===== config.mk =====
export PLATFORM = sky130hd
export DESIGN_NAME = display_scan_controller_flat
export DESIGN_NICKNAME = d
export VERILOG_FILES = /design/src/rtl/display_scan_controller_if.sv /design/src/rtl/display_scan_controller.sv /design/src/flat_wrapper.sv
export SDC_FILE = /design/constraint.sdc
export NUM_CORES = 1
export LEC_CHECK = 0
export BUFFER_PORTS_ARGS = -buffer_cell sky130_fd_sc_hd__buf_2
export CORE_UTILIZATION = 27
export DETAILED_ROUTE_END_ITERATION = 10
export PLACE_DENSITY_LB_ADDON = 0.25
export SYNTH_ARGS = -nofsm -noshare
export SYNTH_HDL_FRONTEND = slang
export SYNTH_SLANG_ARGS = --single-unit

===== constraint.sdc =====
create_clock -name clk -period 2.4 [get_ports clk]
set_input_delay 0.12 -clock clk [delete_from_list [all_inputs] [get_ports clk]]
set_output_delay 0.12 -clock clk [all_outputs]
set_load 0.02 [all_outputs]

===== src/rtl/display_scan_controller_if.sv =====
// Load handshake between a BCD value source and the display scan controller.
// The source holds bcd_in stable while load_valid is high and load_ready is low.
interface display_scan_controller_if;
  logic [11:0] bcd_in;
  logic        load_valid;
  logic        load_ready;

  modport master (
    output bcd_in,
    output load_valid,
    input  load_ready
  );

  modport slave (
    input  bcd_in,
    input  load_valid,
    output load_ready
  );
endinterface


===== src/rtl/display_scan_controller.sv =====
// Time-multiplexed 3-digit BCD display scanner with a one-deep load buffer,
// anti-ghost blanking at the start of each slot and optional leading-zero blanking.
module display_scan_controller #(
  parameter int SLOT_CYCLES  = 50000,
  parameter int BLANK_CYCLES = 1000
) (
  input  logic                            clk,
  input  logic                            reset,
  display_scan_controller_if.slave        load_if,
  input  logic                            blank_lz,
  output logic [3:0]                      cur_digit,
  output logic                            enable_pin_1,
  output logic                            enable_pin_2,
  output logic                            enable_pin_3,
  output logic                            frame_done
);

  typedef enum logic [1:0] {
    SLOT_UNITS    = 2'd0,
    SLOT_TENS     = 2'd1,
    SLOT_HUNDREDS = 2'd2
  } slot_e;

  localparam logic [15:0] LAST_T  = 16'(SLOT_CYCLES - 1);
  localparam logic [15:0] BLANK_T = 16'(BLANK_CYCLES);

  slot_e       r_slot;
  logic [15:0] r_t;
  logic [11:0] r_active;
  logic [11:0] r_pending;
  logic        r_pendingFull;
  logic [3:0]  r_curDigit;
  logic [2:0]  r_enables;
  logic        r_frameDone;

  slot_e       w_slotNext;
  logic [15:0] w_tNext;
  logic [11:0] w_activeNext;
  logic [11:0] w_pendingNext;
  logic        w_pendingFullNext;
  logic [3:0]  w_curDigitNext;
  logic [2:0]  w_enablesNext;
  logic        w_frameDoneNext;
  logic        w_lastT;
  logic        w_boundary;
  logic        w_transfer;
  logic [3:0]  w_digitSel;
  logic        w_blanked;
  logic        w_lit;

  // Outputs are computed from the next-cycle state so they can be registered
  // and still line up with the slot/t value they describe.
  always_comb begin
    w_lastT           = (r_t == LAST_T);
    w_boundary        = w_lastT && (r_slot == SLOT_HUNDREDS);
    w_transfer        = load_if.load_valid && !r_pendingFull;
    w_tNext           = w_lastT ? 16'd0 : r_t + 16'd1;
    w_slotNext        = r_slot;
    w_activeNext      = r_active;
    w_pendingNext     = r_pending;
    w_pendingFullNext = r_pendingFull;
    w_digitSel        = 4'hF;
    w_blanked         = 1'b0;
    w_curDigitNext    = 4'hF;
    w_enablesNext     = 3'b111;

    if (w_lastT) begin
      case (r_slot)
        SLOT_UNITS: w_slotNext = SLOT_TENS;
        SLOT_TENS:  w_slotNext = SLOT_HUNDREDS;
        default:    w_slotNext = SLOT_UNITS;
      endcase
    end

    if (w_boundary && r_pendingFull) begin
      w_activeNext      = r_pending;
      w_pendingFullNext = 1'b0;
    end else if (w_transfer) begin
      w_pendingNext     = load_if.bcd_in;
      w_pendingFullNext = 1'b1;
    end

    // Codes 10..15 count as nonzero, so only a literal 0 can be blanked.
    case (w_slotNext)
      SLOT_UNITS: begin
        w_digitSel = w_activeNext[3:0];
        w_blanked  = 1'b0;
      end
      SLOT_TENS: begin
        w_digitSel = w_activeNext[7:4];
        w_blanked  = blank_lz && (w_activeNext[11:8] == 4'd0) && (w_activeNext[7:4] == 4'd0);
      end
      default: begin
        w_digitSel = w_activeNext[11:8];
        w_blanked  = blank_lz && (w_activeNext[11:8] == 4'd0);
      end
    endcase

    w_lit = (w_tNext >= BLANK_T) && !w_blanked;
    if (w_lit) begin
      w_curDigitNext = w_digitSel;
      case (w_slotNext)
        SLOT_UNITS: w_enablesNext = 3'b110;
        SLOT_TENS:  w_enablesNext = 3'b101;
        default:    w_enablesNext = 3'b011;
      endcase
    end

    w_frameDoneNext = (w_slotNext == SLOT_HUNDREDS) && (w_tNext == LAST_T);
  end

  always_ff @(posedge clk or negedge reset) begin
    if (!reset) begin
      r_slot        <= SLOT_UNITS;
      r_t           <= 16'd0;
      r_active      <= 12'h000;
      r_pending     <= 12'h000;
      r_pendingFull <= 1'b0;
      r_curDigit    <= 4'hF;
      r_enables     <= 3'b111;
      r_frameDone   <= 1'b0;
    end else begin
      r_slot        <= w_slotNext;
      r_t           <= w_tNext;
      r_active      <= w_activeNext;
      r_pending     <= w_pendingNext;
      r_pendingFull <= w_pendingFullNext;
      r_curDigit    <= w_curDigitNext;
      r_enables     <= w_enablesNext;
      r_frameDone   <= w_frameDoneNext;
    end
  end

  assign load_if.load_ready = ~r_pendingFull;
  assign cur_digit          = r_curDigit;
  assign enable_pin_1       = r_enables[2];
  assign enable_pin_2       = r_enables[1];
  assign enable_pin_3       = r_enables[0];
  assign frame_done         = r_frameDone;

endmodule


===== src/flat_wrapper.sv =====
// flat-port wrapper written by rule: the top's interface ports become plain ports
module display_scan_controller_flat 
#(
  parameter int SLOT_CYCLES  = 50000,
  parameter int BLANK_CYCLES = 1000
)
  (clk, reset, blank_lz, cur_digit, enable_pin_1, enable_pin_2, enable_pin_3, frame_done, load_if_bcd_in, load_if_load_valid, load_if_load_ready);
  display_scan_controller_if load_if_i ();
  input  logic clk;
  input  logic reset;
  input  logic blank_lz;
  output logic [3:0] cur_digit;
  output logic enable_pin_1;
  output logic enable_pin_2;
  output logic enable_pin_3;
  output logic frame_done;
  input wire logic [$bits(load_if_i.bcd_in)-1:0] load_if_bcd_in;
  input wire logic [$bits(load_if_i.load_valid)-1:0] load_if_load_valid;
  output wire logic [$bits(load_if_i.load_ready)-1:0] load_if_load_ready;
  assign load_if_i.bcd_in = load_if_bcd_in;
  assign load_if_i.load_valid = load_if_load_valid;
  assign load_if_load_ready = load_if_i.load_ready;
  display_scan_controller #(.SLOT_CYCLES(SLOT_CYCLES), .BLANK_CYCLES(BLANK_CYCLES)) u_core (.clk(clk), .reset(reset), .load_if(load_if_i), .blank_lz(blank_lz), .cur_digit(cur_digit), .enable_pin_1(enable_pin_1), .enable_pin_2(enable_pin_2), .enable_pin_3(enable_pin_3), .frame_done(frame_done));
endmodule

=== Word-level counts from Yosys, hierarchy flattened ===
Cells that the tools add are included.

* Register bits: 51
* Bits in latches: 0
* RAM bits: 0
* ROM bits: 0
* Output and inout bits: 9
* Word-level logic and storage cells: 44
* Memories: 0

* $add $sub $neg: 1
* $mul: 0
* Div/mod/pow operators: 0
* Magnitude comparators: 1
* Equality and inequality tests: 6
* Shifts and indexed selects: 0
* Multiplexer cells: 11
* Bitwise logic cells: 2
* Reductions and logical operators: 15

{| class="wikitable"
|+ Operators with widths
! operator !! number
|-
| == test 16 bit (second input constant) || 2
|-
| adder 16 x 1 -> 16 bit (second input constant) || 1
|-
| >= comparator 16 x 10 -> 1 bit (second input constant) || 1
|-
| 2-to-1 mux 16 bit || 1
|-
| 2-to-1 mux 12 bit || 1
|-
| logical NOT 4 bit || 2
|-
| case mux 4 bit (2 select lines) || 1
|-
| logical AND 1 bit || 7
|-
| case mux 3 bit (2 select lines) || 1
|-
| == test 2 x 1 -> 1 bit (second input constant) || 2
|-
| == test 2 bit (second input constant) || 2
|-
| logical NOT 2 bit || 2
|-
| 2-to-1 mux 4 bit || 1
|-
| case mux 2 bit (2 select lines) || 1
|-
| 2-to-1 mux 3 bit || 1
|-
| logical NOT 1 bit || 2
|-
| 2-to-1 mux 1 bit || 2
|-
| 2-to-1 mux 2 bit || 1
|-
| inverter 1 bit || 2
|-
| case mux 1 bit (2 select lines) || 1
|-
| AND reduction 2 bit || 1
|-
| nonzero test 2 bit || 1
|}

=== Logic depth before layout (Yosys ltp) ===
* Depth in word-level cells: 11
* Depth in mapped cells: 9
* Gate-level depth less buffers: 7

=== Worst setup path before layout ===
Ideal clock, no wire load.

* Kind: register -> register
* From: register u_core.r_t[0]
* To: register u_core.r_frameDone, in the netlist u_core.frame_done
* Library setup time: 0.094 ns
* Arrival: 2.223 ns
* Setup slack: 0.083 ns
* Stages on the path, launching flop included: 9
* Path buffers: 1
* Path through: dfrtp_1 > ha_1 > nand4_4 > buf_6 > nor3_4 > and4b_1 > o22ai_1 > or4_4 > nor4b_4

* Cells in the longest elaborated chain, start to end: 4
* Elaborated cells between the ends (all ways): 7
* Classes of those cells: 1 x add/sub; 3 x eq/ne; 2 x mux; 1 x reduce/logical

{| class="wikitable"
|+ Ends and longest elaborated chain
! what !! line !! RTL
|-
| start, declared || display_scan_controller.sv:28 || <nowiki>logic [15:0] r_t;</nowiki>
|-
| start signal, assigned || display_scan_controller.sv:124 || <nowiki>r_t <= w_tNext;</nowiki>
|-
| adder 16 x 1 -> 16 bit or == test 16 bit (tied branches) || display_scan_controller.sv:57, display_scan_controller.sv:54 ||
|-
| 2-to-1 mux 16 bit or 2-to-1 mux 2 bit (tied branches) || display_scan_controller.sv:57, display_scan_controller.sv:67 ||
|-
| == test 16 bit or == test 2 bit (tied branches) || display_scan_controller.sv:109 || <nowiki>w_frameDoneNext = (w_slotNext == SLOT_HUNDREDS) && (w_tNext == LAST_T);</nowiki>
|-
| logical AND 1 bit * || display_scan_controller.sv:109 ||
|-
| named net u_core.w_frameDoneNext || display_scan_controller.sv:43 || <nowiki>logic w_frameDoneNext;</nowiki>
|-
| end signal, assigned || display_scan_controller.sv:130 || <nowiki>r_frameDone <= w_frameDoneNext;</nowiki>
|-
| end, declared || display_scan_controller.sv:34 || <nowiki>logic r_frameDone;</nowiki>
|}

The timed path passes the listed nets; every way through them passes the cells marked *.
A chain may end at the register's enable or synchronous reset.

=== Final worst setup path ===
* From: register u_core.r_t[0]
* To: register u_core.r_frameDone, in the netlist u_core.frame_done

* Cells in the longest elaborated chain, start to end: 4
* Elaborated cells between the ends (all ways): 7
* Classes of those cells: 1 x add/sub; 3 x eq/ne; 2 x mux; 1 x reduce/logical

{| class="wikitable"
|+ Ends and longest elaborated chain
! what !! line !! RTL
|-
| adder 16 x 1 -> 16 bit or == test 16 bit (tied branches) || display_scan_controller.sv:57, display_scan_controller.sv:54 ||
|-
| 2-to-1 mux 16 bit * || display_scan_controller.sv:57 || <nowiki>w_tNext = w_lastT ? 16'd0 : r_t + 16'd1;</nowiki>
|-
| named net u_core.w_tNext[6] || display_scan_controller.sv:37 || <nowiki>logic [15:0] w_tNext;</nowiki>
|-
| == test 16 bit * || display_scan_controller.sv:109 ||
|-
| logical AND 1 bit * || display_scan_controller.sv:109 ||
|-
| named net u_core.w_frameDoneNext || display_scan_controller.sv:43 ||
|}

Marked as above.

==> flow_summary_export.csv <==
group,metric,value,unit
run_status,run_status,"completed",
finish,final_nets,299,
sta,grt_setup_unrepaired,"false",
power_and_ir_drop,max-vdd-ir-drop,0.1947,mV
routing,drt_first_pass_iters,4,
power_and_ir_drop,combPwrFrac,0.034,
global_routing,grt_antenna_before_repair,0,
clocking,cts_max_path_buffers,2,
critical_path,rr_worst_depth,7,
sta,slew_headroom,0.7353,
finish,number_of_diodes,0,
clocking,cts_buffers,5,
placed_design,place_area,3020,µm²
yosys,syn_nets,262,
routing,initialDrtViolationCount,118,
routing,post-route-drc-count,0,
power_and_ir_drop,power.leakage,1.437,nW
yosys,synth.cell_area,2666,µm²
sta,finalCriticalPeriod,2234,ps
clocking,clkTransAtPathRegs,100,ps
yosys,ys_seq_elements,51,
global_routing,grt_start_max_net_pins,23,
min_path,min_path_cells,2,
yosys,synth_cell_types,53,
die,starting_density_of_the_core,0.2832,
critical_path,reg2reg_to,"u_core.frame_done",
sta,finalHoldViolations,0,
critical_path,required,2630,ps
global_routing,globalRouteOverflowTotal,0,
clocking,tritoncts,"built",
clocking,total_number_of_h_tree_levels,2,
critical_path,cp_slowest_stage_delay,510,ps
yosys,yosys_warning_count,0,
yosys,synth_flop_cell,"dfrtp_1",
sta,layout_setup_ws,166.3,ps
placed_design,place_inst,402,
yosys,synth_common_cells,"dfrtp_1 (44), mux2_2 (24), nor2_1 (17)",
critical_path,cpMaxStageDelayCell,"or4_4",
power_and_ir_drop,seq_pwr_share,0.561,
critical_path,rrSetupSlack,170,ps
die,die_height,101.4,µm
placed_design,post-place-ws,62.49,ps
sta,fin_skew,13.51,ps
critical_path,critical_path.max_fanout,7,
sta,final.period_utilization,0.9307,
power_and_ir_drop,power_internal,1.255,mW
clocking,cts_root_buffer,"clkbuf_8",
clocking,cts_num_sinks,51,
yosys,number_of_enable_type_register_cells_in_the_synthesized_netlist,0,
power_and_ir_drop,power-per-cell-area,502.9,nW/µm²
min_path,hold_path_startpoint,"load_if_bcd_in[11]",
placed_design,routabilityCongestion,0.7842,
critical_path,r2r_start,"u_core.r_t[0]",
finish,layout.cell_area.non_filler,3183,µm²
clocking,clock_latency,310,ps
power_and_ir_drop,post_layout_total_power,1.601,mW
yosys,netlist_top_cells_area,"dfrtp_1 (41%), mux2_2 (10%), dfstp_2 (6.9%)",
critical_path,critPathLaunchType,"flop",
finish,layout-drive-gt1-share,0.3475,
power_and_ir_drop,power_switching_share,0.2158,
die,die_width,101.4,µm
job,cap_viol_max_count,0,
sta,report.final.slew_viol_count,0,
placed_design,dp.final_hpwl,4304,µm
routing,drt-wirelength-per-cell,13.88,µm
global_routing,first_global_vias,1918,
yosys,avgSynthCellArea,10.93,µm²
critical_path,end_kind,"flop",
die,dieArea,10280,µm²
routing,postRouteAntennaNets,0,
power_and_ir_drop,clock_power_share,0.404,
sta,totalNegativeSetupSlack,0,ps
power_and_ir_drop,switching_power,0.3455,mW
yosys,yosys.area.top_type,"dfrtp_1",
yosys,yosysSeqAreaShare,0.4819,
die,core.rowCount,35,
min_path,holdCritPathClass,"in2reg",
sta,fmax,447.7,MHz
yosys,synth_largest_type_area_fraction,0.4130,
routing,vias,1938,
finish,area_growth,19.38,%
sta,tightest_slew,391.9,ps
yosys,ys_async_sr_fraction,1.000,
global_routing,track_usage,0.1218,
clocking,cts_setup_buffers,0,
die,core_area,9415,µm²
critical_path,critical_path.cell_chain,"ha_4 -> and3_1 -> and4_2 -> a21oi_2 -> o21ai_0 -> or4_4 -> nor4b_4",
critical_path,class_of_the_most_critical_setup_path,"reg2reg",
routing,via_per_inst,4.715,
yosys,synth_most_common_cell,"dfrtp_1",
yosys,postSynthCellCount,244,
sta,setup_viol,0,
critical_path,critical_path_arrival,2460,ps
finish,final_cell_count_no_fill,411,
routing,route.final.wire_length,5705,µm
die,num_io_pins,25,
placed_design,port-buffer-count,24,
min_path,min_delay_worst_endpoint,"u_core.r_pending[11]",
global_routing,grt_pass1_wl,9756,µm
## cell type report
cell class / count / area (µm²)
Clock buffer: 6 / 82.58
Tap cell: 129 / 161.4
Timing Repair Buffer: 43 / 265.3
Clock inverter: 2 / 38.79
Fill cell: 970 / 6232
Sequential cell: 51 / 1286
Multi-Input combinational cell: 173 / 1323
Inverter: 7 / 26.28
## routing by layer
metal,part of all wire,global-route usage,wire length (µm)
met1,0.53,0.1777,3001
met4,0.014,0.04236,81
met5,0,0,0
met3,0.022,0.02415,123
met2,0.44,0.1784,2499
## sequential cells by signal, summed over array words and instances (netlist names)
signal and flops:
u_core.r_t 16, u_core.r_active 12, u_core.r_pending 12, u_core.cur_digit 4, u_core.r_enables 3, u_core.r_slot 2, u_core.frame_done 1, u_core.r_pendingFull 1
## how the worst max path moves through the flow
stage	startpoint	endpoint	slack (ps)
after CTS	u_core.r_t[0]	u_core.cur_digit[1]	50
final	u_core.r_t[0]	u_core.frame_done	170
after detailed placement	u_core.r_t[0]	u_core.cur_digit[1]	60
after floorplan	u_core.r_t[0]	u_core.frame_done	80
after global placement	u_core.r_t[0]	u_core.frame_done	120
after global routing	u_core.r_t[5]	u_core.cur_digit[3]	7
## cell usage in the layout, fill, tap and decap left out, drive strengths merged, types with 2 or more instances in the layout
cell type,netlist,final
and4b,2,2
a41oi,2,2
mux2,24,24
and3,5,5
nor3,8,8
mux2i,4,4
ha,2,2
a31oi,3,3
nor3b,6,6
dfstp,7,7
nand3,11,11
o22ai,2,2
a21oi,11,11
a22o,4,4
nand2,13,13
buf,7,42
or3,4,4
nand4,5,5
xor2,4,4
nor4,6,6
xnor2,7,7
inv,7,8
clkbuf,6,6
nand3b,2,2
nor2,17,17
nor2b,3,3
a311oi,4,4
o21ai,8,8
dfrtp,44,44
## repair_timing
item | in CTS | in global routing
setup endpoints to repair | 0 | 8
gates resized for setup | 0 | 7
endpoints found under the hold margin | 12 | 0
hold buffers | 1 | 0
## cell families (layout without fill, tap and decap cells)
| logic type | Yosys count | after routing | synth area share |
|---|---|---|---|
| mux | 28 | 28 | 0.1164 |
| buf+inv | 20 | 58 | 0.03332 |
| compound gates | 41 | 41 | 0.1056 |
| xor+xnor | 11 | 11 | 0.03613 |
| simple gates | 91 | 91 | 0.2173 |
| flops | 51 | 51 | 0.4819 |
| fa+ha+maj | 2 | 2 | 0.009384 |
## worst max-delay path, delay by kind of cell (launching register included)
kind	cells	cell delay [ps]
adder cells (fa/ha/maj)	1	200
flip-flops	1	420
AND/OR/NAND/NOR	4	1280
AO/OA/AOI/OAI	2	260
## power groups by stage
stage	Sequential [mW]	Combinational [mW]	Clock (mW)
floorplan	0.909	0.0211	0
global placement	0.916	0.0537	0
detailed placement	0.916	0.0560	0
CTS	0.899	0.0573	0.665
global route	0.904	0.0630	0.688
finish	0.899	0.0548	0.647
## through the flow
stage                     hold WS, ps  utilization
after global routing            33.39       0.3381
final                           35.07       0.3381
after CTS                       23.26       0.3348
after floorplan                -175.6            -
after detailed placement        50.63       0.3208
after global placement          48.75       0.3208
(Power assumes the default switching activity.)
